### src/rtl/jt89_wrbuf_mem.sv
// Write-buffer storage: 2**AW x 8 simple dual-port RAM.
// Ports: clk; we/waddr/wdata synchronous write; raddr/rdata asynchronous read.
module jt89_wrbuf_mem #(
    parameter int AW = 4
) (
    input  logic          clk,
    input  logic          we,
    input  logic [AW-1:0] waddr,
    input  logic [7:0]    wdata,
    input  logic [AW-1:0] raddr,
    output logic [7:0]    rdata
);

    logic [7:0] ram [2**AW];

    always_ff @(posedge clk) begin
        if (we) begin
            ram[waddr] <= wdata;
        end
    end

    // Combinational read keeps this in distributed RAM.
    assign rdata = ram[raddr];

endmodule

### src/rtl/jt89_wrbuf.sv
// FIFO write buffer replaying CPU/VGM bytes to the jt89 write port.
// Ports: clk, rst (sync, high); cpu_wr/cpu_din push side with full/empty/
// level/ovf/ovf_clr; psg_din/psg_wr_n/psg_ready to jt89; busy status.
module jt89_wrbuf #(
    parameter int AW   = 4,
    parameter int TOUT = 7
) (
    input  logic        clk,
    input  logic        rst,
    input  logic        cpu_wr,
    input  logic [7:0]  cpu_din,
    output logic        full,
    output logic        empty,
    output logic [AW:0] level,
    output logic        ovf,
    input  logic        ovf_clr,
    output logic [7:0]  psg_din,
    output logic        psg_wr_n,
    input  logic        psg_ready,
    output logic        busy
);

    localparam int TW = $clog2(TOUT + 1);
    localparam logic [AW:0] DEPTH = (AW+1)'(2**AW);

    localparam logic [1:0] S_IDLE    = 2'd0;
    localparam logic [1:0] S_STROBE  = 2'd1;
    localparam logic [1:0] S_WAIT_LO = 2'd2;
    localparam logic [1:0] S_WAIT_HI = 2'd3;

    typedef enum logic [1:0] {
        IDLE    = S_IDLE,
        STROBE  = S_STROBE,
        WAIT_LO = S_WAIT_LO,
        WAIT_HI = S_WAIT_HI
    } state_e;

    state_e        state_q, state_d;
    logic [TW-1:0] tmr_q, tmr_d;
    logic [AW-1:0] wr_ptr_q, wr_ptr_d;
    logic [AW-1:0] rd_ptr_q, rd_ptr_d;
    logic [AW:0]   count_q, count_d;
    logic          full_q, full_d;
    logic          empty_q, empty_d;
    logic          ovf_q, ovf_d;
    logic [7:0]    din_q, din_d;
    logic          wr_n_q, wr_n_d;
    logic          busy_q, busy_d;

    logic       pop;
    logic       push_ok;
    logic       drop;
    logic [7:0] head;

    jt89_wrbuf_mem #(
        .AW(AW)
    ) u_mem (
        .clk  (clk),
        .we   (push_ok),
        .waddr(wr_ptr_q),
        .wdata(cpu_din),
        .raddr(rd_ptr_q),
        .rdata(head)
    );

    always_comb begin
        state_d = state_q;
        tmr_d   = tmr_q;
        din_d   = din_q;
        wr_n_d  = 1'b1;
        pop     = 1'b0;
        unique case (state_q)
            IDLE: begin
                // Strobe is registered, so it is set up here.
                if (!empty_q && psg_ready) begin
                    pop     = 1'b1;
                    din_d   = head;
                    wr_n_d  = 1'b0;
                    state_d = STROBE;
                end
            end
            STROBE: begin
                tmr_d   = '0;
                state_d = WAIT_LO;
            end
            WAIT_LO: begin
                // Timeout covers a PSG that never drops ready.
                if (!psg_ready || tmr_q == TW'(TOUT - 1)) begin
                    state_d = WAIT_HI;
                end else begin
                    tmr_d = tmr_q + 1'b1;
                end
            end
            WAIT_HI: begin
                if (psg_ready) begin
                    state_d = IDLE;
                end
            end
            default: state_d = IDLE;
        endcase
    end

    always_comb begin
        // A pop in the same cycle frees a slot for a push into a full FIFO.
        push_ok  = cpu_wr && (!full_q || pop);
        drop     = cpu_wr && !push_ok;
        wr_ptr_d = push_ok ? wr_ptr_q + 1'b1 : wr_ptr_q;
        rd_ptr_d = pop ? rd_ptr_q + 1'b1 : rd_ptr_q;
        count_d  = count_q + {{AW{1'b0}}, push_ok} - {{AW{1'b0}}, pop};
        full_d   = (count_d == DEPTH);
        empty_d  = (count_d == '0);
        // A drop wins over a simultaneous clear.
        ovf_d    = drop ? 1'b1 : (ovf_clr ? 1'b0 : ovf_q);
        busy_d   = (state_d != IDLE) || !empty_d;
    end

    always_ff @(posedge clk) begin
        if (rst) begin
            state_q  <= IDLE;
            tmr_q    <= '0;
            wr_ptr_q <= '0;
            rd_ptr_q <= '0;
            count_q  <= '0;
            full_q   <= 1'b0;
            empty_q  <= 1'b1;
            ovf_q    <= 1'b0;
            din_q    <= 8'h00;
            wr_n_q   <= 1'b1;
            busy_q   <= 1'b0;
        end else begin
            state_q  <= state_d;
            tmr_q    <= tmr_d;
            wr_ptr_q <= wr_ptr_d;
            rd_ptr_q <= rd_ptr_d;
            count_q  <= count_d;
            full_q   <= full_d;
            empty_q  <= empty_d;
            ovf_q    <= ovf_d;
            din_q    <= din_d;
            wr_n_q   <= wr_n_d;
            busy_q   <= busy_d;
        end
    end

    assign full     = full_q;
    assign empty    = empty_q;
    assign level    = count_q;
    assign ovf      = ovf_q;
    assign psg_din  = din_q;
    assign psg_wr_n = wr_n_q;
    assign busy     = busy_q;

endmodule

### config.mk
export PLATFORM = sky130hd
export DESIGN_NAME = jt89_wrbuf
export DESIGN_NICKNAME = d
export VERILOG_FILES = /design/src/rtl/jt89_wrbuf_mem.sv /design/src/rtl/jt89_wrbuf.sv
export SDC_FILE = /design/constraint.sdc
export NUM_CORES = 1
export LEC_CHECK = 0
export CELL_PAD_IN_SITES_DETAIL_PLACEMENT = 0
export CELL_PAD_IN_SITES_GLOBAL_PLACEMENT = 2
export CORE_UTILIZATION = 49
export CTS_CLUSTER_SIZE = 30
export DETAILED_ROUTE_END_ITERATION = 10
export MAX_ROUTING_LAYER = met4
export PLACE_DENSITY_LB_ADDON = 0.1
export SETUP_SLACK_MARGIN = 0.5
export SYNTH_ARGS = -nofsm -noshare
export SYNTH_HDL_FRONTEND = slang
export SYNTH_SLANG_ARGS = --single-unit
### constraint.sdc
create_clock -name clk -period 5 [get_ports clk]
set_input_delay 1 -clock clk [delete_from_list [all_inputs] [get_ports clk]]
set_output_delay 1 -clock clk [all_outputs]
set_load 0.01 [all_outputs]
Yosys cells after proc, flatten, opt, wreduce, memory -nomap -nowiden
Memories as Yosys holds them, arrays and structs flattened. A register that Yosys moved wholly into a read port is not among the register bits.
Cells that the tools add are included.
{"block": "word_totals", "rom_bits": 0, "out_inout_bits": 18, "ff_bits": 23, "n_memories": 1, "ramBits": 128, "latchBits": 0}
{"block": "classes", "n_eq_ne": 6, "mux": 13, "n_lt_le_gt_ge": 0, "div": 0, "n_addsub": 5, "reduce_logical": 19, "mul": 0, "shifts": 0, "n_bitwise": 1}
{"name": "u_mem.ram", "depth": 16, "word_bits": 8, "read_ports": 1, "rd_clocked_by_memory_dff": 1, "write_ports": 1, "line_no": "jt89_wrbuf_mem.sv:14", "text": "logic [7:0] ram [2**AW];"}
{"operator": "4-bit by 1-bit adder with 4-bit output (second input constant)", "n": 2}
{"operator": "2-bit case mux with 4 select lines", "n": 1}
{"operator": "1-bit 2-to-1 mux", "n": 7}
{"operator": "2-bit 2-to-1 mux", "n": 3}
{"operator": "3-bit case mux with 2 select lines", "n": 1}
{"operator": "2-bit nonzero test", "n": 3}
{"operator": "5-bit by 1-bit adder with 5-bit output", "n": 1}
{"operator": "5-bit == test (second input constant)", "n": 1}
{"operator": "1-bit zero test", "n": 5}
{"operator": "5-bit zero test", "n": 1}
{"operator": "5-bit by 1-bit subtractor with 5-bit output", "n": 1}
{"operator": "2-bit == test (second input constant)", "n": 2}
{"operator": "2-bit AND reduction", "n": 2}
{"operator": "3-bit by 1-bit adder with 3-bit output (second input constant)", "n": 1}
{"operator": "3-bit == test (second input constant)", "n": 1}
{"operator": "1-bit logical AND", "n": 3}
{"operator": "1-bit logical OR", "n": 3}
{"operator": "3-bit 2-to-1 mux", "n": 1}
{"operator": "2-bit by 1-bit == test with 1-bit output (second input constant)", "n": 1}
{"operator": "2-bit zero test", "n": 1}
{"operator": "2-bit inequality test (second input constant)", "n": 1}
{"operator": "2-bit OR reduction", "n": 1}
{"operator": "1-bit NOT", "n": 1}

Logic depth before layout (Yosys ltp)
Gate-level depths: netlist of run 1.
{"block": "logic_depth", "ltp_word": 11, "depth_mapped": 13, "depth_no_buf": 12}

By module
Synthesis of run 1 repeated with hierarchy kept, for this count alone.
{"block": "hier_totals", "hier_cells": 369, "hier_area_um2": 6333.6}
{"mod": "jt89_wrbuf_mem", "cells_per_inst": 221, "seq_area_each_um2": 3843.7, "n_inst": 1, "area_each_um2": 4987.3}
{"mod": "jt89_wrbuf", "cells_per_inst": 148, "seq_area_each_um2": 620.6, "n_inst": 1, "area_each_um2": 1346.3}

Least setup slack after synthesis of run 1
Ideal clock, no wire load.
{"block": "synth_path", "path_kind": "input-to-reg", "from": "input port psg_ready", "to": "register empty_q (netlist: empty)", "setup_ps": 116, "setup_slack_ps": 1492, "stages": 13, "n_path_buf": 1, "arrival_time_ps": 3392, "path_cell_list": "or4b_1 > buf_2 > a21boi_2 > inv_1 > ha_1 > inv_1 > ha_1 > inv_1 > fa_1 > nand2b_1 > a21oi_1 > xnor2_1 > a31o_2"}
{"block": "synth_via", "elab_chain_cells": 8}
{"element": "start, declared", "line_no": "jt89_wrbuf.sv:19", "text": "input logic psg_ready,"}
{"element": "1-bit logical AND (*)", "line_no": "jt89_wrbuf.sv:75", "text": "if (!empty_q && psg_ready) begin"}
{"element": "1-bit 2-to-1 mux (*)", "line_no": "jt89_wrbuf.sv:75"}
{"element": "1-bit 2-to-1 mux (*)", "line_no": "jt89_wrbuf.sv:72", "text": "unique case (state_q)"}
{"element": "1-bit logical OR", "line_no": "jt89_wrbuf.sv:105", "text": "push_ok = cpu_wr && (!full_q || pop);"}
{"element": "1-bit logical AND", "line_no": "jt89_wrbuf.sv:105"}
{"element": "5-bit by 1-bit adder with 5-bit output", "line_no": "jt89_wrbuf.sv:109", "text": "count_d = count_q + {{AW{1'b0}}, push_ok} - {{AW{1'b0}}, pop};"}
{"element": "5-bit by 1-bit subtractor with 5-bit output (*)", "line_no": "jt89_wrbuf.sv:109"}
{"element": "5-bit zero test (*)", "line_no": "jt89_wrbuf.sv:111", "text": "empty_d = (count_d == '0);"}
{"element": "end signal, assigned", "line_no": "jt89_wrbuf.sv:137", "text": "empty_q <= empty_d;"}
{"element": "end, declared", "line_no": "jt89_wrbuf.sv:44", "text": "logic empty_q, empty_d;"}
Mark *: on every way between the ends. The rest lies on a longest branch, timed or not.
A chain may end at the register's enable or synchronous reset.

Final worst setup path of run 1
{"block": "layout_path", "from": "input port psg_ready", "to": "register busy_q (netlist: busy)"}
{"block": "layout_via", "elab_chain_cells": 10, "elab_cells_between_ends": 17, "classes_between": "2 x add/sub; 6 x mux; 9 x reduce/logical"}
{"element": "1-bit logical AND", "line_no": "jt89_wrbuf.sv:75"}
{"element": "1-bit 2-to-1 mux", "line_no": "jt89_wrbuf.sv:75"}
{"element": "1-bit 2-to-1 mux", "line_no": "jt89_wrbuf.sv:72"}
{"element": "1-bit logical OR", "line_no": "jt89_wrbuf.sv:105"}
{"element": "1-bit logical AND", "line_no": "jt89_wrbuf.sv:105"}
{"element": "5-bit by 1-bit adder with 5-bit output", "line_no": "jt89_wrbuf.sv:109"}
{"element": "5-bit by 1-bit subtractor with 5-bit output", "line_no": "jt89_wrbuf.sv:109"}
{"element": "5-bit zero test", "line_no": "jt89_wrbuf.sv:111"}
{"element": "1-bit zero test", "line_no": "jt89_wrbuf.sv:114", "text": "busy_d = (state_d != IDLE) || !empty_d;"}
{"element": "1-bit logical OR (*)", "line_no": "jt89_wrbuf.sv:114"}
{"element": "end signal, assigned", "line_no": "jt89_wrbuf.sv:141", "text": "busy_q <= busy_d;"}
{"element": "end, declared", "line_no": "jt89_wrbuf.sv:48", "text": "logic busy_q, busy_d;"}
Marks and branches as above.

==> implementation parameters, run 1 <==
Parameter                              Value

Setup path
  Data arrival, critical path ... 4190 ps
  Critical Path End Type ... register
  Req. time, crit path ... 5270 ps
  Setup Crit Path Kind ... in -> reg
  Launching element of the worst setup path ... psg_ready
  Critical R2R Launch ... state_q[0]$_SDFF_PP0_
  R2R Setup Slk ... 1740 ps
  Top fanout value on the critical path ... 14
  Destination of the worst register-to-register timing path ... busy$_SDFF_PP0_
  R2R cell count ... 13
  Critical Path Start Type ... primary input

Routing
  Vias/cell ... 5.323
  Iter 0 DRT Violations ... 191
  Final routed wirelength across all metal layers ... 11.70 mm
  Detailed-routing iteration count for the pre-antenna-repair pass ... 4
  DRC violation count after routing ... 0
  Post-DRT Antenna Nets ... 0
  Wire length per cell after detailed routing ... 19.89 um
  Vias ... 3130

Clock network
  Clock-pin slew reported for the worst setup and hold paths after clock tree synthesis ... 60 ps
  Latest clock arrival within the worst-skew pair ... 420 ps
  CTS max path bufs ... 2
  Resized cells post-CTS ... 0
  Number of H-tree branching levels ... 4
  Hold buffer count at CTS ... 0
  Cts bufs inserted ... 17
  Root buffer cell ... sky130_fd_sc_hd__clkbuf_16
  TritonCTS clock tree ... done
  Clock Sinks ... 159
  Post-CTS setup-driven buffer insertion count ... 0

Status
  Result of the run ... finished, final reports clean

Hold path
  Hold worst-path end ... psg_din[6]$_SDFFE_PP0P_
  Class of the worst hold path ... reg -> reg
  Hold Crit Depth ... 1
  Startpoint of the tightest hold check path ... psg_din[6]$_SDFFE_PP0P_

Pwr
  Power Total ... 3.266 mW
  VDD IR-drop max ... 0.0002392 V
  Leakage power ... 2.401 nW
  Total power divided by cell area ... 444.5 nW/um^2

STA
  Final setup fails ... 0
  Hold violation count in the final report ... 0
  Actual slew at the worst max-slew pin ... 935.2 ps
  Smallest setup slack after layout ... 1084 ps
  Setup skew after layout ... 6.239 ps
  Worst slew margin relative to its limit ... 37.42%
  Setup TNS Final ... 0 ps
  Part of the cycle the worst path needs ... 78.33%
  Count of pins over their slew limit ... 0
  Worst hold slack ... 490.9 ps
  Unrepaired setup endpoints after global routing ... false
  Crit path time final ... 3916 ps
  Max Fclk ... 0.2553 GHz

Final layout
  Count of fill cells added during filler insertion ... 991
  Area added between synthesis and finish ... 16.86%
  Most frequent standard cell in the layout excluding fill and tap cells ... sky130_fd_sc_hd__edfxtp_1
  Highest-count cells in the layout ignoring fill and taps ... sky130_fd_sc_hd__edfxtp_1, sky130_fd_sc_hd__mux4_2, sky130_fd_sc_hd__nor2_1, sky130_fd_sc_hd__dfxtp_1, sky130_fd_sc_hd__clkdlybuf4s50_1
  Antenna diode count ... 0
  Post-layout net count ... 429
  Fraction of layout instances using a drive strength above 1 ... 18.75%

GRT
  Via count of the first global-routing pass ... 3133
  Maximum number of pins on one net before global-route repair ... 24
  Global-route wire length before repair ... 17.78 mm
  Gr usage total ... 19.87%
  Number of antenna violations at the first check in global routing ... 0
  Total gr overflow ... 0

Synth
  Distinct cells, synth ... 39
  Synth Warn # ... 0
  Number of nets in the synthesized netlist ... 385
  Post-Synthesis Cells ... 359
  Synth Area per Inst ... 17.51 um^2
  Area of the mapped netlist ... 6287 um^2
  Yosys reg bits ... 159
  Sequential element share of the synthesized area ... 71.00%

Floorplan
  Die footprint ... 13290 um^2
  Floorplan row count ... 41
  Top-level port count ... 31
  Starting Density ... 50.02%
  Core Region ... 12570 um^2
  Die height ... 115.3 um
  Die W ... 115.3 um

Placed design
  Pre-CTS setup slack ... 652.0 ps
  Final weighted congestion of routability-driven global placement ... 0.7119
  Hpwl dp ... 7.542 mm
  IO Port Bufs ... 30

Run
  Reported max-cap violation count ... 0
## logic make-up after synthesis
kind of cell             Yosys count  synth area share, %
AND/OR/NAND/NOR                   63                4.697
flip-flops                       159                71.01
AO/OA/AOI/OAI                     29                3.343
multiplexers                      51                14.53
buffers and inverters             32                2.050
XOR/XNOR                          12                1.672
adder cells (fa/ha/maj)           13                2.706
## routing by layer
metal / vias up / global-route usage [%] / share of wire [%]
met5: - / - / 0
met1: 1570 / 27.81 / 48
met2: 61 / 28.88 / 47
met3: 13 / 4.112 / 3.5
met4: 0 / 7.273 / 1.3
li1: 1486 / - / -
## how the worst max path moves through the flow
stage / to / slack [ps]
final: busy$_SDFF_PP0_ / 1080
after global routing: full$_SDFF_PP0_ / 840
after CTS: busy$_SDFF_PP0_ / 1090
after detailed placement: busy$_SDFF_PP0_ / 650
after global placement: busy$_SDFF_PP0_ / 740
after floorplan: empty$_SDFF_PP1_ / 1490
## worst max-delay path: stages
cell and delay (ps):
sky130_fd_sc_hd__clkdlybuf4s50_1 500, sky130_fd_sc_hd__or4b_1 440, sky130_fd_sc_hd__buf_4 210, sky130_fd_sc_hd__a21boi_2 300, sky130_fd_sc_hd__inv_1 80, sky130_fd_sc_hd__ha_1 280
sky130_fd_sc_hd__inv_1 60, sky130_fd_sc_hd__ha_1 160, sky130_fd_sc_hd__inv_1 50, sky130_fd_sc_hd__fa_1 380, sky130_fd_sc_hd__nand2b_1 160, sky130_fd_sc_hd__a21oi_1 170
sky130_fd_sc_hd__xnor2_1 210, sky130_fd_sc_hd__a41oi_1 170
## layout make-up
| class | count | area [um^2] | area share (%) |
|---|---|---|---|
| Multi-Input combinational cell | 168 | 1694 | 23.06 |
| Inverter | 14 | 52.55 | 0.7153 |
| Tap cell | 172 | 215.2 | 2.929 |
| Clock inverter | 13 | 88.84 | 1.209 |
| Clock buffer | 19 | 432.9 | 5.892 |
| Sequential cell | 159 | 4466 | 60.78 |
| Timing Repair Buffer | 43 | 397.9 | 5.416 |
## cell usage after synthesis
cell / count / area share [%]
sky130_fd_sc_hd__nand2b_1: 4 / 0.40
sky130_fd_sc_hd__ha_1: 12 / 2.4
sky130_fd_sc_hd__clkbuf_1: 7 / 0.42
sky130_fd_sc_hd__edfxtp_1: 128 / 61
sky130_fd_sc_hd__nor4b_1: 1 / 0.14
sky130_fd_sc_hd__inv_1: 13 / 0.78
sky130_fd_sc_hd__nor2b_1: 1 / 0.10
sky130_fd_sc_hd__a21o_1: 1 / 0.12
sky130_fd_sc_hd__inv_2: 1 / 0.060
sky130_fd_sc_hd__nor4bb_1: 1 / 0.16
sky130_fd_sc_hd__nor2_1: 30 / 1.8
sky130_fd_sc_hd__o21ai_0: 2 / 0.16
sky130_fd_sc_hd__o211ai_1: 2 / 0.24
sky130_fd_sc_hd__xor2_1: 7 / 0.98
sky130_fd_sc_hd__buf_1: 4 / 0.24
sky130_fd_sc_hd__a31o_2: 1 / 0.14
sky130_fd_sc_hd__o22ai_1: 8 / 0.80
sky130_fd_sc_hd__a32oi_1: 1 / 0.14
sky130_fd_sc_hd__mux2i_1: 17 / 2.7
sky130_fd_sc_hd__a21oi_1: 4 / 0.32
sky130_fd_sc_hd__mux2_2: 2 / 0.36
sky130_fd_sc_hd__nor3_1: 4 / 0.32
sky130_fd_sc_hd__or3_1: 1 / 0.10
sky130_fd_sc_hd__nor3b_1: 1 / 0.12
sky130_fd_sc_hd__a21boi_2: 1 / 0.18
sky130_fd_sc_hd__nand3_1: 2 / 0.16
sky130_fd_sc_hd__a31o_1: 8 / 1.1
sky130_fd_sc_hd__or4b_1: 1 / 0.16
sky130_fd_sc_hd__buf_2: 7 / 0.56
sky130_fd_sc_hd__nand4_1: 1 / 0.10
sky130_fd_sc_hd__mux4_2: 32 / 11
sky130_fd_sc_hd__fa_1: 1 / 0.32
sky130_fd_sc_hd__xnor2_1: 5 / 0.70
sky130_fd_sc_hd__dfxtp_1: 31 / 9.9
sky130_fd_sc_hd__and3_1: 2 / 0.20
sky130_fd_sc_hd__a41oi_1: 1 / 0.14
sky130_fd_sc_hd__and2_1: 1 / 0.10
sky130_fd_sc_hd__and3b_1: 1 / 0.14
sky130_fd_sc_hd__nand2_1: 12 / 0.72
## where the power goes
part / switching, mW / leakage (nW) / internal [mW]
clock network: 0.499 / 0.251 / 0.634
logic: 0.283 / 0.740 / 0.271
registers: 0.0611 / 1.41 / 1.52
## through the flow
step                      util (%)  std cells  instance area (um^2)
final                        58.46        588                  7347
after global routing         58.46        588                  7347
after CTS                    58.46        588                  7347
after detailed placement     54.31        556                  6825
after global placement       54.31        556                  6825
after floorplan                  -        359                  6287
## state kept, by name (all words and copies together) (netlist names)
| register | cells |
|---|---|
| u_mem.ram | 128 |
| psg_din | 8 |
| level | 5 |
| rd_ptr_q | 4 |
| wr_ptr_q | 4 |
| tmr_q | 3 |
| state_q | 2 |
| busy | 1 |
| empty | 1 |
| full | 1 |
| ovf | 1 |
| psg_wr_n | 1 |
Power figures use the tool's default switching activity.
==> run 2, diff against run 1 <==
- CORE_UTILIZATION: 49 -> 45
- clock period: 5 -> 3.8 ns (I/O delays scaled with it)
==> run 2 against run 1 <==
  * Total power increased by 38%
  * Core utilization decreased by 2.6 points
  * Largest cell class unchanged
  * Count of clock-buffer cells in the layout decreased by 2
  * Register-to-register slack got worse by 810 ps
  * Clock power increased by 46%
  * Via count increased by 2.6%
  * First-iteration DRC count increased by 19%
  * Design area increased by 2.2%
==> implementation parameters, run 2 (synthesis results as in run 1) <==
Parameter                              Value

Floorplan
  Top-level port count ... 31 (unchanged)
  Die height ... 120.2 um (was 115.3 um)
  Die footprint ... 14450 um^2 (was 13290 um^2)
  Floorplan row count ... 42 (was 41)
  Starting Density ... 46.74% (was 50.02%)
  Core Region ... 13450 um^2 (was 12570 um^2)
  Die W ... 120.2 um (was 115.3 um)

STA
  Hold violation count in the final report ... 0 (unchanged)
  Actual slew at the worst max-slew pin ... 1067 ps (was 935.2 ps)
  Setup skew after layout ... 7.062 ps (was 6.239 ps)
  Part of the cycle the worst path needs ... 77.44%
  Final setup fails ... 0 (unchanged)
  Smallest setup slack after layout ... 857.2 ps (was 1084 ps)
  Worst slew margin relative to its limit ... 28.76% (was 37.42%)
  Worst hold slack ... 474.2 ps (was 490.9 ps)
  Count of pins over their slew limit ... 0 (unchanged)
  Unrepaired setup endpoints after global routing ... false (unchanged)
  Crit path time final ... 2943 ps
  Max Fclk ... 0.3398 GHz

Final layout
  Final cell utilization of the core ... 55.84% (was 58.46%)
  Highest-count cells in the layout ignoring fill and taps ... sky130_fd_sc_hd__edfxtp_1, sky130_fd_sc_hd__mux4_2, sky130_fd_sc_hd__nor2_1, sky130_fd_sc_hd__dfxtp_1, sky130_fd_sc_hd__clkdlybuf4s50_1 (unchanged)
  Antenna diode count ... 0 (unchanged)
  Post-layout net count ... 440 (was 429)
  Most frequent standard cell in the layout excluding fill and tap cells ... sky130_fd_sc_hd__edfxtp_1 (unchanged)
  Number of flip-flops in the largest register ... 128 (unchanged)
  Area added between synthesis and finish ... 19.48% (was 16.86%)
  Fraction of layout instances using a drive strength above 1 ... 22.12% (was 18.75%)
  Register ranked first by flip-flop count ... u_mem.ram (unchanged)
  Number of cells in the finished layout apart from fillers ... 601 (was 588)

GRT
  Global Route met2 Usage ... 29.42% (was 28.88%)
  GR met3 Demand/Resource ... 4.434% (was 4.112%)
  Via count of the first global-routing pass ... 3273 (was 3133)
  Global routing's busiest layer ... met2 (unchanged)
  Met1 track utilization from global routing ... 25.07% (was 27.81%)
  Number of antenna violations at the first check in global routing ... 0 (unchanged)
  Maximum number of pins on one net before global-route repair ... 31 (was 24)
  Global-route wire length before repair ... 18.89 mm (was 17.78 mm)
  Total gr overflow ... 0 (unchanged)
  Gr usage total ... 19.19% (was 19.87%)

Pwr
  Clk pwr share ... 36.6% (was 34.7%)
  VDD IR-drop max ... 0.0002999 V (was 0.0002392 V)
  Logic pwr share ... 17.0% (about the same)
  Leakage power ... 2.502 nW (was 2.401 nW)
  Internal Dissipation ... 3.397 mW (was 2.423 mW)
  Total net switching power ... 1.114 mW (was 0.8431 mW)
  Share of total power in sequential cells ... 46.4% (was 48.3%)
  Total power divided by cell area ... 600.5 nW/um^2 (was 444.5 nW/um^2)
  Switching portion of total power ... 24.70% (was 25.82%)
  Power Total ... 4.511 mW (was 3.266 mW)

Setup path
  Crit-path slowest cell ... sky130_fd_sc_hd__or4b_4 (was sky130_fd_sc_hd__clkdlybuf4s50_1)
  R2R Setup Slk ... 930 ps (was 1740 ps)
  Setup Crit Path Kind ... in -> reg (unchanged)
  Destination of the worst register-to-register timing path ... empty$_SDFF_PP1_ (was busy$_SDFF_PP0_)
  Critical R2R Launch ... state_q[1]$_SDFF_PP0_ (was state_q[0]$_SDFF_PP0_)
  R2R cell count ... 12 (was 13)
  Critical Path End Type ... register (unchanged)
  Largest stage delay on the critical path ... 500 ps (about the same)
  Worst path top cell family by delay ... adder cells (was buffers and inverters)
  Data arrival, critical path ... 3250 ps (was 4190 ps)
  Worst path cell trace ... dlymetal6s2s_1, or4b_4, buf_4, inv_2, ha_1, inv_1, ha_1, inv_1, fa_1, nand2b_1, a21oi_2, xnor2_2, a31o_2 (was clkdlybuf4s50_1, or4b_1, buf_4, a21boi_2, inv_1, ha_1, inv_1, ha_1, inv_1, fa_1, nand2b_1, a21oi_1, xnor2_1, a41oi_1)
  Critical Path Start Type ... primary input (unchanged)
  Top fanout value on the critical path ... 13 (was 14)
  Req. time, crit path ... 4100 ps (was 5270 ps)
  Number of buffer and inverter instances along the worst setup path ... 5 (unchanged)

Placed design
  IO Port Bufs ... 30 (unchanged)
  Inst Count DP ... 571 (was 556)
  Pre-CTS setup slack ... -5.305 ps (was 652.0 ps)
  Final weighted congestion of routability-driven global placement ... 0.7722 (was 0.7119)
  Hpwl dp ... 7.899 mm (was 7.542 mm)

Routing
  Final routed wirelength across all metal layers ... 12.26 mm (was 11.70 mm)
  Wire length per cell after detailed routing ... 20.40 um (was 19.89 um)
  Post-DRT Antenna Nets ... 0 (unchanged)
  DRC violation count after routing ... 0 (unchanged)
  Detailed-routing iteration count for the pre-antenna-repair pass ... 4 (unchanged)
  Iter 0 DRT Violations ... 227 (was 191)
  Vias/cell ... 5.343 (was 5.323)
  Vias ... 3211 (was 3130)

Hold path
  Hold worst-path end ... psg_din[4]$_SDFFE_PP0P_ (was psg_din[6]$_SDFFE_PP0P_)
  Class of the worst hold path ... reg -> reg (unchanged)
  Startpoint of the tightest hold check path ... psg_din[4]$_SDFFE_PP0P_ (was psg_din[6]$_SDFFE_PP0P_)
  Hold Crit Depth ... 1 (unchanged)

Clock network
  CTS max path bufs ... 2 (unchanged)
  TritonCTS clock tree ... done (unchanged)
  Clock Sinks ... 159 (unchanged)
  Clock-pin slew reported for the worst setup and hold paths after clock tree synthesis ... 60 ps (about the same)
  Number of H-tree branching levels ... 4 (unchanged)
  Root buffer cell ... sky130_fd_sc_hd__clkbuf_16 (unchanged)
  Latest clock arrival within the worst-skew pair ... 410 ps (was 420 ps)
  Post-CTS setup-driven buffer insertion count ... 0 (unchanged)
  Cts bufs inserted ... 17 (unchanged)

Run
  Reported max-cap violation count ... 0 (unchanged)

Status
  Result of the run ... finished, final reports clean (unchanged)
-- run 2: changes by cell type in the layout (fill, tap and decap cells not counted), sizes merged --
cell | previous run | this run
dlymetal6s2s | 0 | 1
inv | 18 | 14
buf | 13 | 24
clkinvlp | 2 | 3
bufinv | 0 | 3
clkdlybuf4s50 | 30 | 29
clkbuf | 19 | 17
-- run 2: power by group through the flow --
stage                     sequential, mW  clock [mW]  combinational [mW]
after floorplan                     2.10           0               0.465
after global placement              2.13           0               0.732
after detailed placement            2.13           0               0.733
after CTS                           2.10        1.69               0.762
after global routing                2.11        1.75               0.836
final                               2.09        1.65               0.767
-- run 2: per-layer routing --
metal / routed length [um] / share of wire [%] / vias up
li1: - / - / 1499
met1: 5474 / 45 / 1633
met2: 6066 / 49 / 73
met3: 630 / 5.1 / 6
met4: 89 / 0.73 / 0
met5: 0 / 0 / -
-- run 2: worst register-to-register path: cells and delay by family, from the launching register on --
kind / cells / cell delay (ps)
buffers and inverters: 4 / 390
AND/OR/NAND/NOR: 2 / 750
XOR/XNOR: 1 / 110
AO/OA/AOI/OAI: 2 / 430
adder cells (fa/ha/maj): 3 / 750
flip-flops: 1 / 340
-- run 2: how the worst max path moves through the flow --
stage | cells past startpoint | slack, ps | startpoint | to
2_1_floorplan | 13 | 530 | psg_ready | empty$_SDFF_PP1_
3_3_place_gp | 13 | 50 | psg_ready | busy$_SDFF_PP0_
3_5_place_dp | 13 | -5 | psg_ready | busy$_SDFF_PP0_
4_1_cts | 13 | 520 | psg_ready | empty$_SDFF_PP1_
5_1_grt | 13 | 720 | psg_ready | empty$_SDFF_PP1_
6_report | 13 | 860 | psg_ready | empty$_SDFF_PP1_
-- run 2: timing repair --
item,4_1_cts,5_1_grt
gates cloned,0,0
gates resized for setup,3,2
pin swaps,0,1
hold buffers,0,0
endpoints found under the hold margin,0,0
endpoints found under the setup margin,3,4
-- run 2: stage by stage --
step	setup TNS (ps)	area, um^2
3_3_place_gp	0	6913
2_1_floorplan	0	6287
4_1_cts	0	7502
5_1_grt	0	7512
6_report	0	7512
3_5_place_dp	-5.305	6913
-- run 2: cell type report --
class	count	area [um^2]
fill	1106	5941
sequential	159	4466
multi-input combinational	168	1717
timing repair buffer	54	483.0
clock buffer	17	425.4
tap	176	220.2
clock inverter	13	148.9
inverter	14	52.55
==> run 3, diff against run 2 <==
- clock period: 3.8 -> 2.8 ns (I/O delays scaled with it)
==> run 3 against run 2 <==
  * Total power grew 39%
  * First-iteration DRC count fell by 6.6%
  * Flip-flop and latch count is the same
  * Global-route usage increased by 0.40 points
  * Sequential share of layout area down 1.1 points
  * Routed wire length up 0.69%
  * Clock skew increased by 0.84 ps
  * Critical path depth rose by 1
  * Sequential power is 34% higher
  * Combinational power rose by 64%
  * Design area is 1.9% higher
  * Critical endpoint is now level[4]$_SDFF_PP0_
  * Largest cell class unchanged
  * Highest routed layer unchanged
==> implementation parameters, run 3 (synthesis results as in run 1) <==
Parameter                              Value

Status
  Result of the run ... finished, final reports clean (unchanged)

STA
  Worst hold slack ... 480.7 ps (was 474.2 ps)
  Unrepaired setup endpoints after global routing ... true (was false)
  Smallest setup slack after layout ... 131.6 ps (was 857.2 ps)
  Crit path time final ... 2668 ps
  Part of the cycle the worst path needs ... 95.30%
  Worst slew margin relative to its limit ... 61.83% (was 28.76%)
  Max Fclk ... 0.3748 GHz
  Setup skew after layout ... 7.907 ps (was 7.062 ps)
  Count of pins over their slew limit ... 0 (unchanged)
  Actual slew at the worst max-slew pin ... 570.8 ps (was 1067 ps)
  Setup TNS Final ... 0 ps (unchanged)
  Final setup fails ... 0 (unchanged)
  Hold violation count in the final report ... 0 (unchanged)

Clock network
  Clock-pin slew reported for the worst setup and hold paths after clock tree synthesis ... 60 ps (about the same)
  TritonCTS clock tree ... done (unchanged)
  Root buffer cell ... sky130_fd_sc_hd__clkbuf_16 (unchanged)
  CTS max path bufs ... 2 (unchanged)
  Number of H-tree branching levels ... 4 (unchanged)
  Post-CTS setup-driven buffer insertion count ... 0 (unchanged)
  Clock Sinks ... 159 (unchanged)
  Hold buffer count at CTS ... 0 (unchanged)
  Cts bufs inserted ... 17 (unchanged)
  Latest clock arrival within the worst-skew pair ... 420 ps (was 410 ps)

GRT
  Via count of the first global-routing pass ... 3348 (was 3273)
  Number of antenna violations at the first check in global routing ... 0 (unchanged)
  Total gr overflow ... 0 (unchanged)
  Global-route wire length before repair ... 19.34 mm (was 18.89 mm)
  Maximum number of pins on one net before global-route repair ... 36 (was 31)
  Gr usage total ... 19.58% (was 19.19%)

Pwr
  VDD IR-drop max ... 0.0004296 V (was 0.0002999 V)
  Clk pwr share ... 35.1% (was 36.6%)
  Internal Dissipation ... 4.675 mW (was 3.397 mW)
  Total net switching power ... 1.590 mW (was 1.114 mW)
  Switching portion of total power ... 25.37% (was 24.70%)
  Total power divided by cell area ... 818.4 nW/um^2 (was 600.5 nW/um^2)
  Leakage power ... 2.549 nW (was 2.502 nW)
  Share of total power in sequential cells ... 44.7% (was 46.4%)
  Logic pwr share ... 20.2% (was 17.0%)
  Power Total ... 6.264 mW (was 4.511 mW)

Floorplan
  Die height ... 120.2 um (unchanged)
  Floorplan row count ... 42 (unchanged)
  Starting Density ... 46.74% (unchanged)
  Die footprint ... 14450 um^2 (unchanged)
  Die W ... 120.2 um (unchanged)
  Top-level port count ... 31 (unchanged)
  Core Region ... 13450 um^2 (unchanged)

Final layout
  Most frequent standard cell in the layout excluding fill and tap cells ... sky130_fd_sc_hd__edfxtp_1 (unchanged)
  Number of flip-flops in the largest register ... 128 (unchanged)
  Antenna diode count ... 0 (unchanged)
  Area added between synthesis and finish ... 21.75% (was 19.48%)
  Register ranked first by flip-flop count ... u_mem.ram (unchanged)
  Post-layout net count ... 446 (was 440)
  Multi-input logic area ... 1805 um^2 (was 1717 um^2)
  Count of fill cells added during filler insertion ... 1096 (was 1106)
  Highest-count cells in the layout ignoring fill and taps ... sky130_fd_sc_hd__edfxtp_1, sky130_fd_sc_hd__mux4_2, sky130_fd_sc_hd__nor2_1 (was sky130_fd_sc_hd__edfxtp_1, sky130_fd_sc_hd__mux4_2, sky130_fd_sc_hd__nor2_1, sky130_fd_sc_hd__dfxtp_1, sky130_fd_sc_hd__clkdlybuf4s50_1)
  Fraction of layout instances using a drive strength above 1 ... 26.33% (was 22.12%)
  Flip-flop and latch area ... 4467 um^2 (was 4466 um^2)
  Number of cells in the finished layout apart from fillers ... 609 (was 601)

Hold path
  Class of the worst hold path ... reg -> reg (unchanged)
  Hold worst-path end ... psg_din[3]$_SDFFE_PP0P_ (was psg_din[4]$_SDFFE_PP0P_)
  Startpoint of the tightest hold check path ... psg_din[3]$_SDFFE_PP0P_ (was psg_din[4]$_SDFFE_PP0P_)
  Hold Crit Depth ... 1 (unchanged)

Setup path
  Top fanout value on the critical path ... 4 (was 13)
  R2R Setup Slk ... 140 ps (was 930 ps)
  Destination of the worst register-to-register timing path ... level[4]$_SDFF_PP0_ (was empty$_SDFF_PP1_)
  R2R cell count ... 13 (was 12)
  Critical Path End Type ... register (unchanged)
  Req. time, crit path ... 3100 ps (was 4100 ps)
  Critical R2R Launch ... state_q[0]$_SDFF_PP0_ (was state_q[1]$_SDFF_PP0_)
  Setup Crit Path Kind ... in -> reg (unchanged)
  Critical Path Start Type ... primary input (unchanged)
  Data arrival, critical path ... 2970 ps (was 3250 ps)

Run
  Reported max-cap violation count ... 0 (unchanged)

Routing
  Vias/cell ... 5.333 (was 5.343)
  Vias ... 3248 (was 3211)
  Post-DRT Antenna Nets ... 0 (unchanged)
  DRC violation count after routing ... 0 (unchanged)
  Final routed wirelength across all metal layers ... 12.35 mm (was 12.26 mm)
  Detailed-routing iteration count for the pre-antenna-repair pass ... 4 (unchanged)
  Iter 0 DRT Violations ... 212 (was 227)
  Wire length per cell after detailed routing ... 20.27 um (was 20.40 um)

Placed design
  Pre-CTS setup slack ... -599.4 ps (was -5.305 ps)
  Inst Count DP ... 577 (was 571)
  IO Port Bufs ... 30 (unchanged)
  Final weighted congestion of routability-driven global placement ... 0.7437 (was 0.7722)
  Hpwl dp ... 7.790 mm (was 7.899 mm)
run 3: cell count changes in the layout (fill, tap and decap cells not counted), sizes merged:
cell and delta:
clkinvlp -2, clkbuf +7, bufinv -1, dlymetal6s2s -1, inv +1, buf +6, clkdlybuf4s15 +1, clkinv -3
run 3: area by class of cell:
type,instances,share of cell area (%)
Clock inverter,8,1.406
Timing Repair Buffer,60,7.028
Inverter,14,0.7192
Multi-Input combinational cell,168,23.59
Sequential cell,159,58.35
Clock buffer,24,6.031
Tap cell,176,2.877
run 3: through the flow:
step	cell area [um^2]	util (%)
after global routing	7655	56.90
after floorplan	6382	-
after global placement	7059	52.47
final	7655	56.90
after detailed placement	7059	52.47
after CTS	7644	56.82
run 3: worst max path at each step:
stage / start / end / slack [ps] / depth (start not counted)
after global placement: psg_ready / empty$_SDFF_PP1_ / -540 / 13
after CTS: state_q[0]$_SDFF_PP0_ / empty$_SDFF_PP1_ / 130 / 12
after floorplan: psg_ready / empty$_SDFF_PP1_ / -80 / 13
after detailed placement: psg_ready / busy$_SDFF_PP0_ / -600 / 13
after global routing: state_q[0]$_SDFF_PP0_ / level[4]$_SDFF_PP0_ / 30 / 13
final: psg_ready / level[4]$_SDFF_PP0_ / 130 / 14
run 3: power groups by stage:
stage          logic, mW  clock network (mW)  registers, mW
2_1_floorplan      0.743                   0           2.86
3_3_place_gp        1.20                   0           2.85
3_5_place_dp        1.22                   0           2.85
4_1_cts             1.25                2.25           2.80
5_1_grt             1.38                2.34           2.82
6_report            1.26                2.20           2.80
run 3: worst max-delay path: stages:
cell                              delay [ps]
sky130_fd_sc_hd__clkdlybuf4s15_1         220
sky130_fd_sc_hd__or4b_4                  520
sky130_fd_sc_hd__a21boi_4                160
sky130_fd_sc_hd__inv_2                    50
sky130_fd_sc_hd__ha_4                    210
sky130_fd_sc_hd__inv_4                    50
sky130_fd_sc_hd__ha_4                    120
sky130_fd_sc_hd__inv_2                    30
sky130_fd_sc_hd__fa_2                    340
sky130_fd_sc_hd__nand2b_4                160
sky130_fd_sc_hd__a21oi_4                 150
sky130_fd_sc_hd__xnor2_2                 180
sky130_fd_sc_hd__buf_4                   170
sky130_fd_sc_hd__nor2_1                   30
run 3: layer usage:
| layer | vias to the layer above | wire [um] | share of wire (%) | track usage, % |
|---|---|---|---|---|
| met2 | 55 | 6095 | 49 | 29.89 |
| met5 | - | 0 | 0 | - |
| met3 | 10 | 483 | 3.9 | 4.245 |
| met4 | 0 | 108 | 0.87 | 6.797 |
| met1 | 1665 | 5657 | 46 | 26.18 |
| li1 | 1518 | - | - | - |
run 3: timing repair:
| action | CTS | global route |
|---|---|---|
| pin swaps | 6 | 3 |
| gates resized for setup | 4 | 4 |
| endpoints found under the setup margin | 56 | 7 |
